**config.mk**
```make
export PLATFORM = sky130hd
export DESIGN_NAME = arbiter_mem_rr_flat
export DESIGN_NICKNAME = d
export VERILOG_FILES = /design/src/rtl/disp_pkg.sv /design/src/rtl/arbiter_mem_rr_if.sv /design/src/rtl/arbiter_rr_pick.sv /design/src/rtl/arbiter_mem_rr.sv /design/src/flat_wrapper.sv
export SDC_FILE = /design/constraint.sdc
export NUM_CORES = 1
export LEC_CHECK = 0
export ABC_CLOCK_PERIOD_IN_PS = 6000
export BUFFER_PORTS_ARGS = -buffer_cell sky130_fd_sc_hd__buf_4
export CORE_ASPECT_RATIO = 1.25
export CORE_MARGIN = 3
export CORE_UTILIZATION = 41
export CTS_BUF_LIST = sky130_fd_sc_hd__clkbuf_2
export DETAILED_ROUTE_END_ITERATION = 7
export PLACE_DENSITY = 0.8
export REMOVE_ABC_BUFFERS = 1
export SLEW_MARGIN = 25
export SYNTH_ARGS = -nofsm -noshare
export SYNTH_HDL_FRONTEND = slang
export SYNTH_SLANG_ARGS = --single-unit
```
**constraint.sdc**
```tcl
create_clock -name clkSYS -period 6 [get_ports clkSYS]
set_input_delay 0.6 -clock clkSYS [delete_from_list [all_inputs] [get_ports clkSYS]]
set_output_delay 0.6 -clock clkSYS [all_outputs]
set_load 0.005 [all_outputs]
```
**src/rtl/disp_pkg.sv**
```systemverilog
// Shared types and helpers for the display-memory arbitration blocks.
// rr_pick is the reference round-robin search used by arbiter_rr_pick.
package disp_pkg;

  typedef enum logic [0:0] {
    IDLE = 1'b0,
    BUSY = 1'b1
  } arb_state_t;

  localparam int RR_MAX_N = 8;

  // First set bit of req searching upward from last+1 with wrap; returns last if none.
  function automatic logic [2:0] rr_pick(input logic [7:0] req, input logic [2:0] last, input int n);
    logic [2:0] pick;
    logic       found;
    int         p;
    pick  = last;
    found = 1'b0;
    for (int k = 1; k <= RR_MAX_N; k++) begin
      p = (int'(last) + k) % n;
      if (k <= n && !found && req[p[2:0]]) begin
        pick  = p[2:0];
        found = 1'b1;
      end
    end
    return pick;
  endfunction

endpackage

```
**src/rtl/arbiter_mem_rr_if.sv**
```systemverilog
// Requester-side bus of the memory arbiter: per-port req/wr/addr/data in,
// per-port ack and shared read data back.
interface arbiter_mem_rr_if #(
  parameter int N  = 4,
  parameter int AW = 24,
  parameter int DW = 16
);
  logic [N-1:0]         req;
  logic [N-1:0]         wr;
  logic [N-1:0][AW-1:0] addr;
  logic [N-1:0][DW-1:0] data;
  logic [N-1:0]         ack;
  logic [DW-1:0]        rdata;

  modport master (output req, wr, addr, data, input ack, rdata);
  modport slave  (input req, wr, addr, data, output ack, rdata);
endinterface

```
**src/rtl/arbiter_rr_pick.sv**
```systemverilog
// Combinational round-robin priority encoder: picks the first requesting
// port after the last granted index, wrapping around.
module arbiter_rr_pick #(
  parameter  int N  = 4,
  localparam int IW = (N > 1) ? $clog2(N) : 1
) (
  input  logic [N-1:0]  req,
  input  logic [IW-1:0] last,
  output logic          valid,
  output logic [IW-1:0] idx
);
  import disp_pkg::*;

  logic [RR_MAX_N-1:0] req_pad;
  logic [2:0]          last_pad;
  logic [2:0]          pick;

  always_comb begin
    req_pad        = '0;
    req_pad[N-1:0] = req;
  end

  assign last_pad = 3'(last);
  assign pick     = rr_pick(req_pad, last_pad, N);
  assign valid    = |req;
  assign idx      = IW'(pick);

endmodule

```
**src/rtl/arbiter_mem_rr.sv**
```systemverilog
// Shares one memory port among N requesters: round-robin with an optional
// starvation-bounded high-priority port 0, one registered request in flight.
module arbiter_mem_rr #(
  parameter  int N      = 4,
  parameter  int AW     = 24,
  parameter  int DW     = 16,
  parameter  int HP_EN  = 1,
  parameter  int HP_MAX = 4,
  localparam int IW     = (N > 1) ? $clog2(N) : 1
) (
  input  logic                 clkSYS,
  input  logic                 n_reset,
  arbiter_mem_rr_if.slave      bus,
  output logic                 mem_req,
  output logic                 mem_wr,
  output logic [AW-1:0]        mem_addr,
  output logic [DW-1:0]        mem_data,
  input  logic                 mem_ack,
  input  logic [DW-1:0]        mem_rdata,
  output logic [IW-1:0]        grant_id,
  output logic                 busy
);
  import disp_pkg::*;

  localparam logic [0:0] ST_IDLE  = 1'(IDLE);
  localparam logic [0:0] ST_BUSY  = 1'(BUSY);
  localparam int         HW       = (HP_MAX > 0) ? $clog2(HP_MAX + 1) : 1;
  localparam logic [HW-1:0] HP_MAX_C = HW'(HP_MAX);

  logic [0:0]    state_reg;
  logic          mem_req_reg;
  logic          mem_wr_reg;
  logic [AW-1:0] mem_addr_reg;
  logic [DW-1:0] mem_data_reg;
  logic [N-1:0]  grant_oh_reg;
  logic [IW-1:0] grant_id_reg;
  logic [HW-1:0] hp_cnt_reg;
  logic [HW-1:0] hp_cnt_next;

  logic          others;
  logic          hp_win;
  logic          any_req;
  logic          pick_valid;
  logic [IW-1:0] pick_idx;
  logic [IW-1:0] winner;
  logic [N-1:0]  rr_req;

  generate
    if (N > 1) begin : g_others
      assign others = |bus.req[N-1:1];
    end else begin : g_single
      assign others = 1'b0;
    end
  endgenerate

  // Port 0 keeps winning until it has taken HP_MAX grants in a row over waiting ports.
  assign hp_win  = (HP_EN != 0) && bus.req[0] && ((hp_cnt_reg < HP_MAX_C) || !others);
  assign rr_req  = (HP_EN != 0) ? (bus.req & ~N'(1)) : bus.req;
  assign any_req = |bus.req;
  assign winner  = hp_win ? '0 : pick_idx;

  arbiter_rr_pick #(.N(N)) u_pick (
    .req   (rr_req),
    .last  (grant_id_reg),
    .valid (pick_valid),
    .idx   (pick_idx)
  );

  always_comb begin
    hp_cnt_next = '0;
    if (winner == '0 && others) begin
      hp_cnt_next = (hp_cnt_reg == HP_MAX_C) ? hp_cnt_reg : hp_cnt_reg + 1'b1;
    end
  end

  always_ff @(posedge clkSYS or negedge n_reset) begin
    if (!n_reset) begin
      state_reg    <= ST_IDLE;
      mem_req_reg  <= 1'b0;
      mem_wr_reg   <= 1'b0;
      mem_addr_reg <= '0;
      mem_data_reg <= '0;
      grant_oh_reg <= '0;
      grant_id_reg <= IW'(N - 1);
      hp_cnt_reg   <= '0;
    end else begin
      case (state_reg)
        ST_IDLE: begin
          if (any_req) begin
            state_reg    <= ST_BUSY;
            mem_req_reg  <= 1'b1;
            mem_wr_reg   <= bus.wr[winner];
            mem_addr_reg <= bus.addr[winner];
            mem_data_reg <= bus.data[winner];
            grant_oh_reg <= N'(1) << winner;
            grant_id_reg <= winner;
            if (HP_EN != 0) begin
              hp_cnt_reg <= hp_cnt_next;
            end
          end
        end
        default: begin
          // Requests are ignored while busy; only the memory accept moves us on.
          if (mem_ack) begin
            state_reg    <= ST_IDLE;
            mem_req_reg  <= 1'b0;
            grant_oh_reg <= '0;
          end
        end
      endcase
    end
  end

  assign bus.ack   = mem_ack ? grant_oh_reg : '0;
  assign bus.rdata = mem_rdata;
  assign mem_req   = mem_req_reg;
  assign mem_wr    = mem_wr_reg;
  assign mem_addr  = mem_addr_reg;
  assign mem_data  = mem_data_reg;
  assign grant_id  = grant_id_reg;
  assign busy      = (state_reg == ST_BUSY);

  logic unused_ok;
  assign unused_ok = pick_valid;

endmodule
```
**src/flat_wrapper.sv**
```systemverilog
// flat-port wrapper written by rule: the top's interface ports become plain ports
module arbiter_mem_rr_flat import disp_pkg::*;
#(
  parameter  int N      = 4,
  parameter  int AW     = 24,
  parameter  int DW     = 16,
  parameter  int HP_EN  = 1,
  parameter  int HP_MAX = 4,
  localparam int IW     = (N > 1) ? $clog2(N) : 1
)
  (clkSYS, n_reset, mem_req, mem_wr, mem_addr, mem_data, mem_ack, mem_rdata, grant_id, busy, bus_req, bus_wr, bus_addr, bus_data, bus_ack, bus_rdata);
  arbiter_mem_rr_if #(.N(N), .AW(AW), .DW(DW)) bus_i ();
  input  logic clkSYS;
  input  logic n_reset;
  output logic mem_req;
  output logic mem_wr;
  output logic [AW-1:0] mem_addr;
  output logic [DW-1:0] mem_data;
  input  logic mem_ack;
  input  logic [DW-1:0] mem_rdata;
  output logic [IW-1:0] grant_id;
  output logic busy;
  input wire logic [$bits(bus_i.req)-1:0] bus_req;
  input wire logic [$bits(bus_i.wr)-1:0] bus_wr;
  input wire logic [$bits(bus_i.addr)-1:0] bus_addr;
  input wire logic [$bits(bus_i.data)-1:0] bus_data;
  output wire logic [$bits(bus_i.ack)-1:0] bus_ack;
  output wire logic [$bits(bus_i.rdata)-1:0] bus_rdata;
  assign bus_i.req = bus_req;
  assign bus_i.wr = bus_wr;
  assign bus_i.addr = bus_addr;
  assign bus_i.data = bus_data;
  assign bus_ack = bus_i.ack;
  assign bus_rdata = bus_i.rdata;
  arbiter_mem_rr #(.N(N), .AW(AW), .DW(DW), .HP_EN(HP_EN), .HP_MAX(HP_MAX)) u_core (.clkSYS(clkSYS), .n_reset(n_reset), .bus(bus_i), .mem_req(mem_req), .mem_wr(mem_wr), .mem_addr(mem_addr), .mem_data(mem_data), .mem_ack(mem_ack), .mem_rdata(mem_rdata), .grant_id(grant_id), .busy(busy));
endmodule
```
-- Word-level counts from Yosys, hierarchy flattened
Cells that the tools add are included.
- order comparisons: 6
- mux-type cells: 34
- reductions and logical operators: 21
- equality and inequality tests: 3
- bitwise operators: 5
- shifts and indexed selects: 1
- $add $sub $neg: 5
- operator list (operator ; number):
    binary-select mux 24 bit (select 2 bit) ; 1
    binary-select mux 16 bit (select 2 bit) ; 1
    two-way mux 24 bit ; 1
    < comparator 3 x 4 -> 1 bit (second input constant) ; 4
    two-way mux 16 bit ; 1
    two-way mux 4 bit ; 4
    two-way mux 1 bit ; 14
    binary-select mux 1 bit (select 3 bit) ; 4
    two-way mux 2 bit ; 5
    OR reduction 2 bit ; 4
    two-way mux 3 bit ; 2
    logical AND 1 bit ; 5
    adder 2 x 1 -> 2 bit (second input constant) ; 2
    adder 2 bit (second input constant) ; 2
    AND 1 bit (first input constant) ; 4
    zero test 1 bit ; 4
    inequality test 2 bit (second input constant) ; 2
    AND reduction 2 bit ; 2
    OR reduction 4 bit ; 1
    left shift 1 x 2 -> 4 bit (first input constant) ; 1
    adder 3 x 1 -> 3 bit (second input constant) ; 1
    equality test 3 bit (second input constant) ; 1
    < comparator 2 x 3 -> 1 bit (second input constant) ; 1
    < comparator 3 bit (second input constant) ; 1
    other kinds (7) ; 7
- input port bits: 187
- output and inout port bits: 65
- logic and storage cells: 83
- flip-flop bits (word level): 52

-- Depth between registers and ports, before layout
Gate-level depths: netlist of run 1.
- word-level depth: 20
- depth in mapped cells: 8
- depth with buffers taken out: 5

-- Modules after synthesis
A second synthesis of run 1 with hierarchy kept.
- cells, all modules: 364
- area total of the unflattened synthesis: 3638.5 sq um
- modules (own cells, without submodules) (module ; seq. area each (sq um) ; cells an instance ; area each (sq um) ; times used):
    arbiter_mem_rr ; 1303.8 ; 350 ; 3565.9 ; 1
    arbiter_rr_pick ; 0.0 ; 14 ; 72.6 ; 1

-- Worst setup path before layout of run 1
No wires, ideal clock.
- path type: input -> register
- from: input bus_req[2]
- to: register u_core.mem_addr_reg[20], in the netlist u_core.mem_addr[20]
- path slack: 3.883 ns
- library setup time: 0.094 ns
- path buffers: 2
- stages on the path: 7
- required time: 5.906 ns
- arrival time: 2.023 ns
- cell sequence: buf_2 > nor4_1 > a2111oi_0 > o21ai_1 > clkbuf_1 > a211oi_1 > a211oi_1
- longest elaborated chain between the ends: 15
- elaborated cells between the ends (all ways): 30
- RTL lines (element ; RTL line ; RTL):
    start: declaration ; flat_wrapper.sv:23 ; input wire logic [$bits(bus_i.req)-1:0] bus_req;
    binary-select mux 1 bit (select 3 bit) ; disp_pkg.sv:21 ; if (k <= n && !found && req[p[2:0]]) begin
    two-way mux 1 bit (implied by the code) ; disp_pkg.sv:21 ;
    two-way mux 1 bit ; disp_pkg.sv:21 ;
    zero test 1 bit ; disp_pkg.sv:21 ;
    logical AND 1 bit ; disp_pkg.sv:21 ;
    two-way mux 1 bit ; disp_pkg.sv:21 ;
    zero test 1 bit ; disp_pkg.sv:21 ;
    logical AND 1 bit ; disp_pkg.sv:21 ;
    two-way mux 1 bit ; disp_pkg.sv:21 ;
    zero test 1 bit ; disp_pkg.sv:21 ;
    logical AND 1 bit ; disp_pkg.sv:21 ;
    two-way mux 2 bit ; disp_pkg.sv:21 ;
    two-way mux 2 bit ; arbiter_mem_rr.sv:60 ; assign winner = hp_win ? '0 : pick_idx;
    binary-select mux 24 bit (select 2 bit) ; arbiter_mem_rr.sv:93 ; mem_addr_reg <= bus.addr[winner];
    two-way mux 24 bit (implied by the code) ; arbiter_mem_rr.sv:93 ;
    end signal: assignment ; arbiter_mem_rr.sv:93 ;
    end: declaration ; arbiter_mem_rr.sv:33 ; logic [AW-1:0] mem_addr_reg;
Parallel ways exist; a longest one is shown, timed or not. The select of a mux whose other input is x is not followed.
A chain may end at the register's enable or synchronous reset.

-- Worst setup path after layout of run 1
- from: register u_core.grant_id_reg[0], in the netlist u_core.grant_id[0]
- to: register u_core.mem_data_reg[14], in the netlist u_core.mem_data[14]
- longest elaborated chain between the ends: 18
- elaborated cells between the ends (all ways): 36
- RTL lines (element ; RTL line ; RTL):
    start: declaration ; arbiter_mem_rr.sv:36 ; logic [IW-1:0] grant_id_reg;
    start signal: assignment ; arbiter_mem_rr.sv:84 ; grant_id_reg <= IW'(N - 1);
    start signal: assignment ; arbiter_mem_rr.sv:96 ; grant_id_reg <= winner;
    adder 2 x 1 -> 2 bit ; disp_pkg.sv:20 ; p = (int'(last) + k) % n;
    OR reduction 2 bit (no source line) ; n/a ;
    AND 1 bit (no source line) ; n/a ;
    binary-select mux 1 bit (select 3 bit) ; disp_pkg.sv:21 ;
    two-way mux 1 bit (implied by the code) ; disp_pkg.sv:21 ;
    two-way mux 1 bit ; disp_pkg.sv:21 ;
    zero test 1 bit ; disp_pkg.sv:21 ;
    logical AND 1 bit ; disp_pkg.sv:21 ;
    (+2 left out) ; n/a ;
    logical AND 1 bit ; disp_pkg.sv:21 ;
    two-way mux 1 bit ; disp_pkg.sv:21 ;
    zero test 1 bit ; disp_pkg.sv:21 ;
    logical AND 1 bit ; disp_pkg.sv:21 ;
    two-way mux 2 bit (*) ; disp_pkg.sv:21 ;
    two-way mux 2 bit (*) ; arbiter_mem_rr.sv:60 ;
    binary-select mux 16 bit (select 2 bit) (*) ; arbiter_mem_rr.sv:94 ; mem_data_reg <= bus.data[winner];
    two-way mux 16 bit (implied by the code) (*) ; arbiter_mem_rr.sv:94 ;
    end signal: assignment ; arbiter_mem_rr.sv:94 ;
    end: declaration ; arbiter_mem_rr.sv:34 ; logic [DW-1:0] mem_data_reg;
Mark *: on every way between the ends. The rest lies on a longest branch, timed or not. The select of a mux whose other input is x is not followed.

==> flow_summary_export.csv, run 1 <==
group,metric,value,unit
grt,grt_max_degree,87,
timing,final-max-slew-violation-count,0,
timing,setup_viol,0,
grt,grt_pass1_wl,20800,µm
clock_network,postCtsHoldBufs,0,
clock_network,clock_path_buffers,2,
synth,yosys.area.top_type,"dfrtp_1",
setup_path,startpoint_type,"flop",
timing,slew_headroom,0.397,
setup_path,timing.critical_path.buf_inv,1,
clock_network,cts_setup_buffers,0,
clock_network,cts.repair.resized,0,
synth,ys_seq_area_frac,0.360,
cells_and_area,final_nets,774,
drt,wl_met2,6750,µm
floorplanning,die_x,90.0,µm
clock_network,htree_levels,2,
drt,ant_nets,0,
run_status,status,"completed",
drt,route.detailed.drc,0,
synth,synthDominantCellAreaShare,0.346,
clock_network,clk_latency,0.45,ns
drt,drt_first_pass_iters,4,
drt,drtIter0Drc,173,
worst_hold_path,min_path_type,"in -> async",
drt,via_count,3981,
synth,synthCells,412,
cells_and_area,diodes,0,
drt,wl_per_cell,19.0,µm
setup_path,required,6.36,ns
clock_network,cts_tree,"done",
synth,ys.warnings.count,0,
setup_path,cp.arrival,3.33,ns
setup_path,crit_path_max_fanout,57,
floorplanning,io_pins,252,
setup_path,endpoint_kind,"flop",
cells_and_area,final_common_cell,"buf_4",
grt,antenna_found_initial,0,
timing,period_minus_slack,2.98,ns
placement,dp_hpwl,9550,µm
synth,synthAdderAreaFrac,0.0100,
grt,grt_usage,0.258,
synth,synthMuxAreaShare,0.113,
synth,synth_top_family_by_area,"compound AO/OA/AOI/OAI gates",
cells_and_area,final_cell_mix,"buf_4 (222), a211oi_1 (121), nand2_1 (50), dfrtp_1 (50)",
cells_and_area,fin_util,0.622,
floorplanning,core_area,8430,µm²
synth,yosys.area_share.simple,0.126,
drt,met3_length,1410,µm
synth,synth_area_leaders,"dfrtp_1 (35%), a211oi_1 (25%), mux2i_1 (11%), nand2_1 (5.2%), nor2_1 (4.4%)",
clock_network,clkSinkCount,52,
floorplanning,std_cell_rows,37,
power_and_ir_drop,peakVddDrop,0.120,mV
floorplanning,start_util,0.429,
flow_run,drv_cap,0,
setup_path,path_cells,"maj3_2, a211o_4, buf_16, mux2i_1, a211oi_1",
setup_path,crit_family,"adder cells",
synth,syn_area,3620,µm²
grt,grt_overflow,0,
setup_path,max_stage_delay,0.81,ns
synth,synthXorXnorAreaFrac,0.00242,
clock_network,cts.clk_slew.worst_paths,0.27,ns
drt,drt-met1-wl,4780,µm
drt,vias_per_cell,5.66,
power_and_ir_drop,p_per_area,228,nW/µm²
cells_and_area,area_growth,44.7,%
timing,finClkSkew,0.0208,ns
clock_network,cts_buffers,5,
grt,grt_pass1_vias,4039,
floorplanning,die_h,111,µm
timing,worstMarginPinSlew,0.904,ns
drt,top_layer,"met5",
synth,ys_seq_elements,52,
cells_and_area,largest_reg_flops,24,
power_and_ir_drop,p_leak,2.50,nW
setup_path,crit_type,"reg -> reg",
synth,yosysUniqueCellTypes,33,
timing,fmax,0.336,GHz
cells_and_area,fillers,770,
setup_path,cp_slowest_cell,"maj3_2",
placement,place.gp.congestion,0.830,
drt,routed_wirelength,13300,µm
timing,rsz0062_at_grt,"false",
synth,synth_compound_area_frac,0.291,
timing,hold_violations,0,
timing,fin_crit_sh,0.496,
synth,synth.avg_cell_area,8.78,µm²
clock_network,clockRootBuffer,"clkbuf_2",
cells_and_area,drive_gt1_frac,0.413,
floorplanning,die_area,10000,µm²
timing,setup_tns,0,ns
placement,port_buffers,219,
-- final timing paths --
kind | cells past startpoint | start | endpoint | slack (ns)
max in group asynchronous | 1 | n_reset | u_core.mem_data[2] | 5.39
min in group clkSYS | 2 | mem_ack | u_core.busy | 0.32
max | 5 | u_core.grant_id[0] | u_core.mem_data[14] | 3.02
max reg2reg | 5 | u_core.grant_id[0] | u_core.mem_data[14] | 3.02
min reg2reg | 2 | u_core.mem_req | u_core.mem_req | 0.54
min | 1 | n_reset | u_core.mem_data[8] | 0.14
-- per-layer routing --
| metal | vias to the layer above | global-route usage |
|---|---|---|
| li1 | 1865 | - |
| met1 | 1871 | 0.277 |
| met2 | 218 | 0.445 |
| met3 | 25 | 0.109 |
| met4 | 2 | 0.0930 |
| met5 | - | 0.0521 |
-- cell type report --
cell class	count	area [µm²]	area share
multi-input combinational	296	2000	0.383
timing repair buffer	224	1720	0.329
sequential	52	1300	0.249
tap	117	146	0.0280
clock buffer	7	35.0	0.00669
inverter	6	22.5	0.00430
clock inverter	1	3.75	0.000717
-- synth_stat cells, drive strengths merged --
| cell type | instances |
|---|---|
| o22a | 1 |
| maj3 | 1 |
| inv | 6 |
| dfstp | 2 |
| dfrtp | 50 |
| and2 | 7 |
| mux2i | 41 |
| nand3 | 6 |
| nor4 | 1 |
| nor2 | 42 |
| or2 | 1 |
| nand2 | 50 |
| buf | 29 |
| nand2b | 2 |
| o21ai | 4 |
| o22ai | 1 |
| a211o | 1 |
| a221oi | 1 |
| o31ai | 4 |
| nor2b | 2 |
| xnor2 | 1 |
| a2111oi | 1 |
| a21oi | 2 |
| o2111a | 1 |
| ha | 2 |
| clkbuf | 29 |
| o311ai | 1 |
| a211oi | 123 |
-- power by group --
part           internal, mW  switching (mW)
clock network        0.0311           0.114
registers             0.442          0.0589
logic                 0.284           0.262
total                 0.757           0.435
-- per-stage QoR --
step | setup WS, ns | cell area, µm² | hold slack, ns | instances | power (mW)
CTS | 2.73 | 5210 | 0.139 | 702 | 1.20
finish | 3.02 | 5240 | 0.145 | 703 | 1.19
floorplan | 0.993 | 3290 | 0.304 | 354 | 0.738
global placement | 2.72 | 5140 | 0.475 | 693 | 1.03
global route | 2.92 | 5240 | 0.156 | 703 | 1.27
detailed placement | 2.60 | 5170 | 0.491 | 694 | 1.05
-- kinds of logic after synthesis --
group / after synthesis
flops: 52
simple gates: 111
buf+inv: 64
xor+xnor: 1
compound gates: 140
mux: 41
fa+ha+maj: 3
No activity file was read; power rests on OpenSTA's default activity.
==> inputs of run 2 (changes only) <==
--- a/config.mk
+++ b/config.mk
@@ -5,14 +5,15 @@
 export SDC_FILE = /design/constraint.sdc
 export NUM_CORES = 1
 export LEC_CHECK = 0
-export ABC_CLOCK_PERIOD_IN_PS = 6000
+export ABC_AREA = 1
+export ABC_CLOCK_PERIOD_IN_PS = 3000
 export BUFFER_PORTS_ARGS = -buffer_cell sky130_fd_sc_hd__buf_4
 export CORE_ASPECT_RATIO = 1.25
 export CORE_MARGIN = 3
 export CORE_UTILIZATION = 41
 export CTS_BUF_LIST = sky130_fd_sc_hd__clkbuf_2
 export DETAILED_ROUTE_END_ITERATION = 7
-export PLACE_DENSITY = 0.8
+export PLACE_DENSITY = 0.77
 export REMOVE_ABC_BUFFERS = 1
 export SLEW_MARGIN = 25
 export SYNTH_ARGS = -nofsm -noshare
==> constraint.sdc (replaced) <==
create_clock -name clkSYS -period 3 [get_ports clkSYS]
set_input_delay 0.3 -clock clkSYS [delete_from_list [all_inputs] [get_ports clkSYS]]
set_output_delay 0.3 -clock clkSYS [all_outputs]
set_load 0.005 [all_outputs]
==> run 2 against run 1 <==
  * Wire length fell by 2.6%
  * Register-to-register slack got worse by 2.3 ns
  * Synthesized area rose by 12%
  * Die area rose by 11%
  * Critical endpoint is now u_core.mem_addr[10]
  * Largest power group unchanged
==> flow_summary_export.csv, run 2 <==
group,metric,value,unit
run_status,status,"completed",
drt,wl_per_cell,13.2,µm
cells_and_area,diodes,0,
cells_and_area,final_cell_mix,"nand2_1 (437), buf_4 (226), nand3_1 (92)",
clock_network,clkSinkCount,52,
power_and_ir_drop,p_sw_frac,0.491,
floorplanning,die_h,117,µm
power_and_ir_drop,p_switching,2.29,mW
clock_network,clk_latency,0.42,ns
clock_network,htree_levels,2,
synth,ys.flop_type,"dfrtp_1",
grt,antenna_found_initial,0,
synth,netlist_top_cells_count,"nand2_1 (437), nand3_1 (92), dfrtp_1 (50), buf_2 (27), buf_4 (18)",
drt,via_count,4841,
power_and_ir_drop,internal-power,2.38,mW
clock_network,cts_buffers,5,
timing,worstMarginPinSlew,0.826,ns
floorplanning,io_pins,252,
setup_path,rrSetupSlack,0.74,ns
power_and_ir_drop,p_leak,3.46,nW
grt,grt_pass1_vias,4551,
cells_and_area,drive_gt1_frac,0.287,
setup_path,cp.arrival,2.63,ns
power_and_ir_drop,p_per_area,830,nW/µm²
synth,ys_seq_elements,52,
clock_network,cts.clk_slew.worst_paths,0.24,ns
placement,dp_hpwl,10000,µm
synth,syn_area,4050,µm²
synth,async_reset_ff_frac,1.00,
cells_and_area,fin_util,0.601,
floorplanning,std_cell_rows,39,
floorplanning,die_x,94.9,µm
cells_and_area,final_common_cell,"nand2_1",
power_and_ir_drop,seqPwrFrac,0.267,
placement,place.gp.congestion,0.812,
timing,hold_violations,0,
grt,grt_max_degree,54,
synth,yosys.area.top_type,"nand2_1",
cells_and_area,final_nets,1053,
flow_run,drv_cap,0,
floorplanning,core_area,9370,µm²
synth,ys_seq_area_frac,0.322,
clock_network,clock_path_buffers,2,
setup_path,timing.critical_path.buf_inv,2,
timing,fin_crit_sh,0.752,
placement,port_buffers,219,
timing,finClkSkew,0.0102,ns
setup_path,endpoint_kind,"flop",
drt,route.detailed.drc,0,
timing,fmax,0.443,GHz
setup_path,cp_common_cell,"nand2_1",
grt,grt_overflow,0,
worst_hold_path,min_path_type,"in -> reg",
cells_and_area,area_growth,39.0,%
placement,dp_slack,0.720,ns
grt,grt_pass1_wl,20400,µm
floorplanning,start_util,0.433,
synth,synthCells,692,
cells_and_area,fillers,970,
setup_path,cp_slowest_cell,"dfstp_2",
timing,setup_viol,0,
clock_network,clockRootBuffer,"clkbuf_2",
synth,synth_edf_count,0,
setup_path,max_stage_delay,0.71,ns
synth,synth_area_leaders,"nand2_1 (40%), dfrtp_1 (31%), nand3_1 (11%), buf_2 (3.3%), buf_4 (3.3%)",
setup_path,startpoint_type,"flop",
power_and_ir_drop,p_clk_frac,0.074,
drt,ant_nets,0,
timing,final-max-slew-violation-count,0,
synth,yosysUniqueCellTypes,27,
power_and_ir_drop,pwr-share-comb,0.658,
drt,routed_wirelength,13000,µm
clock_network,cts_setup_buffers,0,
synth,synthDominantCellAreaShare,0.405,
timing,slew_headroom,0.449,
setup_path,crit_type,"reg -> reg",
timing,layout_setup_ws,0.745,ns
clock_network,cts.repair.resized,0,
drt,vias_per_cell,4.90,
setup_path,worst-path-stages,15,
drt,drt_first_pass_iters,6,
grt,grt_usage,0.229,
floorplanning,die_area,11100,µm²
setup_path,path_cells,"inv_4, nand2_2, nand2_2, nand2_1, nand2_1, nand2_1, nand3_2, nand2_2, buf_4, nand2_1, nand2_1, nand2_1, nand2_1, nand2_1, nand2_1",
setup_path,required,3.37,ns
synth,synth.avg_cell_area,5.86,µm²
synth,ys.warnings.count,0,
setup_path,rr_worst_depth,15,
cells_and_area,largest_reg_flops,24,
timing,period_minus_slack,2.26,ns
clock_network,cts_tree,"done",
timing,rsz0062_at_grt,"false",
drt,drtIter0Drc,225,
worst_hold_path,whs_path_depth,2,
setup_path,crit_family,"simple AND/OR/NAND/NOR gates",
placement,dpl_cell_area,5560,µm²
setup_path,crit_path_max_fanout,42,
synth,synth_most_common_cell,"nand2_1",
cells_and_area,fin_area,5630,µm²
power_and_ir_drop,peakVddDrop,0.464,mV
[run 2: cell count changes in the layout (fill, tap and decap cells not counted), sizes merged, moves of 3 or more]
cell,before,now
a211oi,123,0
and2,7,0
buf,224,227
inv,6,19
mux2i,41,0
nand2,50,441
nand3,6,93
nor2,42,2
o21ai,4,8
[run 2: worst paths after layout]
kind | start | to
hold / removal | mem_ack | u_core.busy
min in group asynchronous | n_reset | u_core.mem_addr[19]
setup / recovery | u_core.grant_id[0] | u_core.mem_addr[10]
hold reg to reg | u_core.mem_addr[16] | u_core.mem_addr[16]
setup reg to reg | u_core.grant_id[0] | u_core.mem_addr[10]
max in group asynchronous | n_reset | u_core.mem_data[10]
[run 2: final cells by class]
class / instances / area, µm² / share of cell area
Clock inverter: 3 / 37.5 / 0.00667
Inverter: 19 / 73.8 / 0.0131
Clock buffer: 5 / 25.0 / 0.00444
Multi-Input combinational cell: 558 / 2300 / 0.409
Tap cell: 123 / 154 / 0.0273
Timing Repair Buffer: 228 / 1730 / 0.308
Sequential cell: 52 / 1300 / 0.232
[run 2: cell families (layout without fill, tap and decap cells)]
| logic type | after synthesis | count (layout) | share of synthesized area |
|---|---|---|---|
| adder cells (fa/ha/maj) | 2 | 2 | 0.00617 |
| AO/OA/AOI/OAI | 17 | 17 | 0.0256 |
| AND/OR/NAND/NOR | 538 | 538 | 0.532 |
| buffers and inverters | 82 | 255 | 0.113 |
| flip-flops | 52 | 52 | 0.322 |
| XOR/XNOR | 1 | 1 | 0.00216 |
[run 2: per-stage QoR]
step / power [mW] / instances / hold slack, ns / TNS, ns
6_report: 4.67 / 988 / 0.0739 / 0
5_1_grt: 5.21 / 988 / 0.0565 / 0
4_1_cts: 4.71 / 988 / 0.0405 / 0
3_5_place_dp: 4.36 / 979 / 0.368 / 0
3_3_place_gp: 4.23 / 978 / 0.360 / 0
2_1_floorplan: 3.08 / 629 / 0.00441 / -24.89
[run 2: timing repair]
action | CTS | global route
setup endpoints to repair | 0 | 0
hold buffers | 1 | 0
hold endpoints to repair | 50 | 0
[run 2: power groups by stage]
stage               logic, mW  clock network (mW)  registers (mW)
floorplan                1.84                   0            1.24
global placement         2.98                   0            1.25
global route             3.54               0.383            1.30
detailed placement       3.10                   0            1.26
CTS                      3.10               0.358            1.25
finish                   3.08               0.348            1.25
[run 2: metal layers]
layer,vias to the layer above,wire (µm),GRT usage
met5,-,0,0
met4,0,282,0.0635
met3,27,1330,0.0870
met2,171,6720,0.415
met1,2184,4670,0.247
li1,2459,-,-
==> inputs of run 3 (changes only) <==
--- a/config.mk
+++ b/config.mk
@@ -6,14 +6,14 @@
 export NUM_CORES = 1
 export LEC_CHECK = 0
 export ABC_AREA = 1
-export ABC_CLOCK_PERIOD_IN_PS = 3000
+export ABC_CLOCK_PERIOD_IN_PS = 2000
 export BUFFER_PORTS_ARGS = -buffer_cell sky130_fd_sc_hd__buf_4
 export CORE_ASPECT_RATIO = 1.25
 export CORE_MARGIN = 3
-export CORE_UTILIZATION = 41
+export CORE_UTILIZATION = 40
 export CTS_BUF_LIST = sky130_fd_sc_hd__clkbuf_2
 export DETAILED_ROUTE_END_ITERATION = 7
-export PLACE_DENSITY = 0.77
+export PLACE_DENSITY = 0.79
 export REMOVE_ABC_BUFFERS = 1
 export SLEW_MARGIN = 25
 export SYNTH_ARGS = -nofsm -noshare
==> constraint.sdc (replaced) <==
create_clock -name clkSYS -period 2 [get_ports clkSYS]
set_input_delay 0.2 -clock clkSYS [delete_from_list [all_inputs] [get_ports clkSYS]]
set_output_delay 0.2 -clock clkSYS [all_outputs]
set_load 0.005 [all_outputs]
==> run 3 against run 2 <==
  * The flow now finishes with violations (setup timing)
  * Total power rose by 67%
  * Wire length rose by 14%
  * Clock power rose by 23%
  * Sequential power rose by 46%
  * First-iteration DRC count rose by 9.8%
  * Cell count rose by 2.4%
  * Sequential cell count did not move
  * Global-route usage rose by 0.83 points
  * Worst setup slack got worse by 0.77 ns
  * Fmax rose by 11%
  * Highest routed layer is now met5
==> flow_summary_export.csv, run 3 (synthesis results as in run 2) <==
group,metric,value,unit
setup_path,crit_path_max_fanout,15,
floorplanning,die_area,11400,µm²
grt,antenna_found_initial,0,
flow_run,drv_cap,0,
drt,via_count,4955,
power_and_ir_drop,pwr-share-comb,0.711,
power_and_ir_drop,seqPwrFrac,0.234,
setup_path,endpoint_kind,"flop",
grt,grt_pass1_wl,21600,µm
setup_path,crit_type,"reg -> reg",
power_and_ir_drop,p_leak,3.63,nW
clock_network,clock_path_buffers,2,
power_and_ir_drop,p_switching,3.77,mW
cells_and_area,fin_area,5980,µm²
timing,layout_setup_ws,-0.0253,ns
cells_and_area,final_nets,1074,
clock_network,cts.clk_slew.worst_paths,0.27,ns
clock_network,cts_tree,"done",
drt,ant_nets,0,
floorplanning,die_h,119,µm
power_and_ir_drop,p_sw_frac,0.484,
timing,final-max-slew-violation-count,0,
placement,dp_hpwl,10300,µm
worst_hold_path,min_path_type,"in -> reg",
timing,finClkSkew,0.0287,ns
setup_path,rrSetupSlack,-0.03,ns
power_and_ir_drop,p_per_area,1300,nW/µm²
clock_network,cts_buffers,5,
grt,grt_pass1_vias,4507,
power_and_ir_drop,p_clk_frac,0.055,
cells_and_area,final_cell_mix,"nand2_1 (436), buf_4 (230), nand3_1 (92)",
cells_and_area,diodes,0,
drt,wl_per_cell,14.6,µm
grt,grt_overflow,0,
placement,place.gp.congestion,0.903,
run_status,violations,"setup timing",
drt,route.detailed.drc,0,
timing,fmax,0.494,GHz
floorplanning,die_x,96.0,µm
timing,setup_viol,7,
cells_and_area,final_cells,1012,
clock_network,clk_latency,0.44,ns
power_and_ir_drop,peakVddDrop,0.581,mV
clock_network,htree_levels,2,
clock_network,clkSinkCount,52,
timing,period_minus_slack,2.03,ns
clock_network,clockRootBuffer,"clkbuf_2",
cells_and_area,largest_reg_flops,24,
floorplanning,io_pins,252,
placement,dpl_cell_area,5690,µm²
placement,place_inst,991,
timing,rsz0062_at_grt,"true",
timing,worstMarginPinSlew,0.686,ns
grt,grt_usage,0.237,
grt,grt_max_degree,61,
floorplanning,core_area,9760,µm²
cells_and_area,fillers,961,
setup_path,required,2.39,ns
power_and_ir_drop,power.total,7.80,mW
drt,vias_per_cell,4.90,
floorplanning,start_util,0.415,
placement,port_buffers,219,
floorplanning,std_cell_rows,40,
setup_path,cp.arrival,2.41,ns
drt,routed_wirelength,14800,µm
timing,slew_headroom,0.543,
drt,drtIter0Drc,247,
timing,setup_tns,-0.0737,ns
drt,drt_first_pass_iters,5,
power_and_ir_drop,internal-power,4.03,mW
cells_and_area,drive_gt1_frac,0.305,
run_status,status,"finished with violations",
cells_and_area,final_common_cell,"nand2_1",
cells_and_area,area_growth,47.7,%
timing,hold_violations,0,
timing,fin_crit_sh,1.01,
setup_path,startpoint_type,"flop",
[run 3: cell count changes in the layout (fill, tap and decap cells not counted), sizes merged]
cell / delta
inv: -1
buf: +13
dlygate4sd3: +1
bufinv: -1
nand2: +1
clkbuf: +8
[run 3: power by group through the flow]
stage / logic (mW) / clock network [mW] / registers, mW
4_1_cts: 5.05 / 0.445 / 1.83
3_3_place_gp: 4.93 / 0 / 1.85
5_1_grt: 6.21 / 0.480 / 1.90
6_report: 5.55 / 0.428 / 1.83
3_5_place_dp: 4.97 / 0 / 1.86
2_1_floorplan: 2.76 / 0 / 1.86
[run 3: worst paths after layout]
kind	start	end	depth (start not counted)
setup / recovery	u_core.grant_id[0]	u_core.mem_data[12]	13
hold / removal	bus_addr[0]	u_core.mem_addr[0]	7
setup reg to reg	u_core.grant_id[0]	u_core.mem_data[12]	13
hold reg to reg	u_core.mem_addr[8]	u_core.mem_addr[8]	2
max in group asynchronous	n_reset	u_core.mem_addr[10]	2
min in group asynchronous	n_reset	u_core.mem_addr[18]	2
[run 3: repair_timing]
action                                  in CTS  in global routing
gates resized for setup                      3                 10
hold buffers                                 2                  0
buffers inserted                             3                  1
endpoints found under the setup margin      45                 46
gates cloned                                 0                  7
endpoints found under the hold margin       51                  0
pin swaps                                    0                  1
[run 3: worst max-delay path, stage by stage (launching register included)]
cell	delay, ns
dfstp_2	0.66
inv_4	0.08
nand2_2	0.06
nand2_2	0.07
a21oi_2	0.20
nand3_4	0.18
nand2_8	0.18
clkbuf_16	0.19
nand2_1	0.05
nand2_1	0.05
nand2_1	0.04
nand2_1	0.07
nand2_1	0.05
nand2_1	0.07
[run 3: metrics by stage]
| step | worst slack, ns | utilization | hold WS, ns |
|---|---|---|---|
| 2_1_floorplan | -1.52 | - | -0.0956 |
| 3_3_place_gp | 0.0712 | 0.583 | 0.291 |
| 3_5_place_dp | 0.000429 | 0.583 | 0.292 |
| 4_1_cts | 0.0234 | 0.592 | 0.0729 |
| 5_1_grt | -0.157 | 0.613 | 0.0943 |
| 6_report | -0.0253 | 0.613 | 0.0929 |
[run 3: routing by layer]
layer | share of wire | wire length, µm | track usage | vias to the layer above
met5 | 0.0054 | 80 | 0.0588 | -
met1 | 0.37 | 5490 | 0.279 | 2219
li1 | - | - | - | 2504
met4 | 0.029 | 427 | 0.0747 | 2
met3 | 0.097 | 1430 | 0.0815 | 32
met2 | 0.50 | 7330 | 0.390 | 198
[run 3: final cells by class]
type | instances | area (µm²) | area share
well taps | 126 | 158 | 0.0263
clock buffers | 7 | 35.0 | 0.00585
clock inverters | 1 | 3.75 | 0.000627
flip-flops and latches | 52 | 1300 | 0.218
inverters | 19 | 78.8 | 0.0132
multi-input cells | 559 | 2340 | 0.391
repair buffers | 248 | 2070 | 0.345
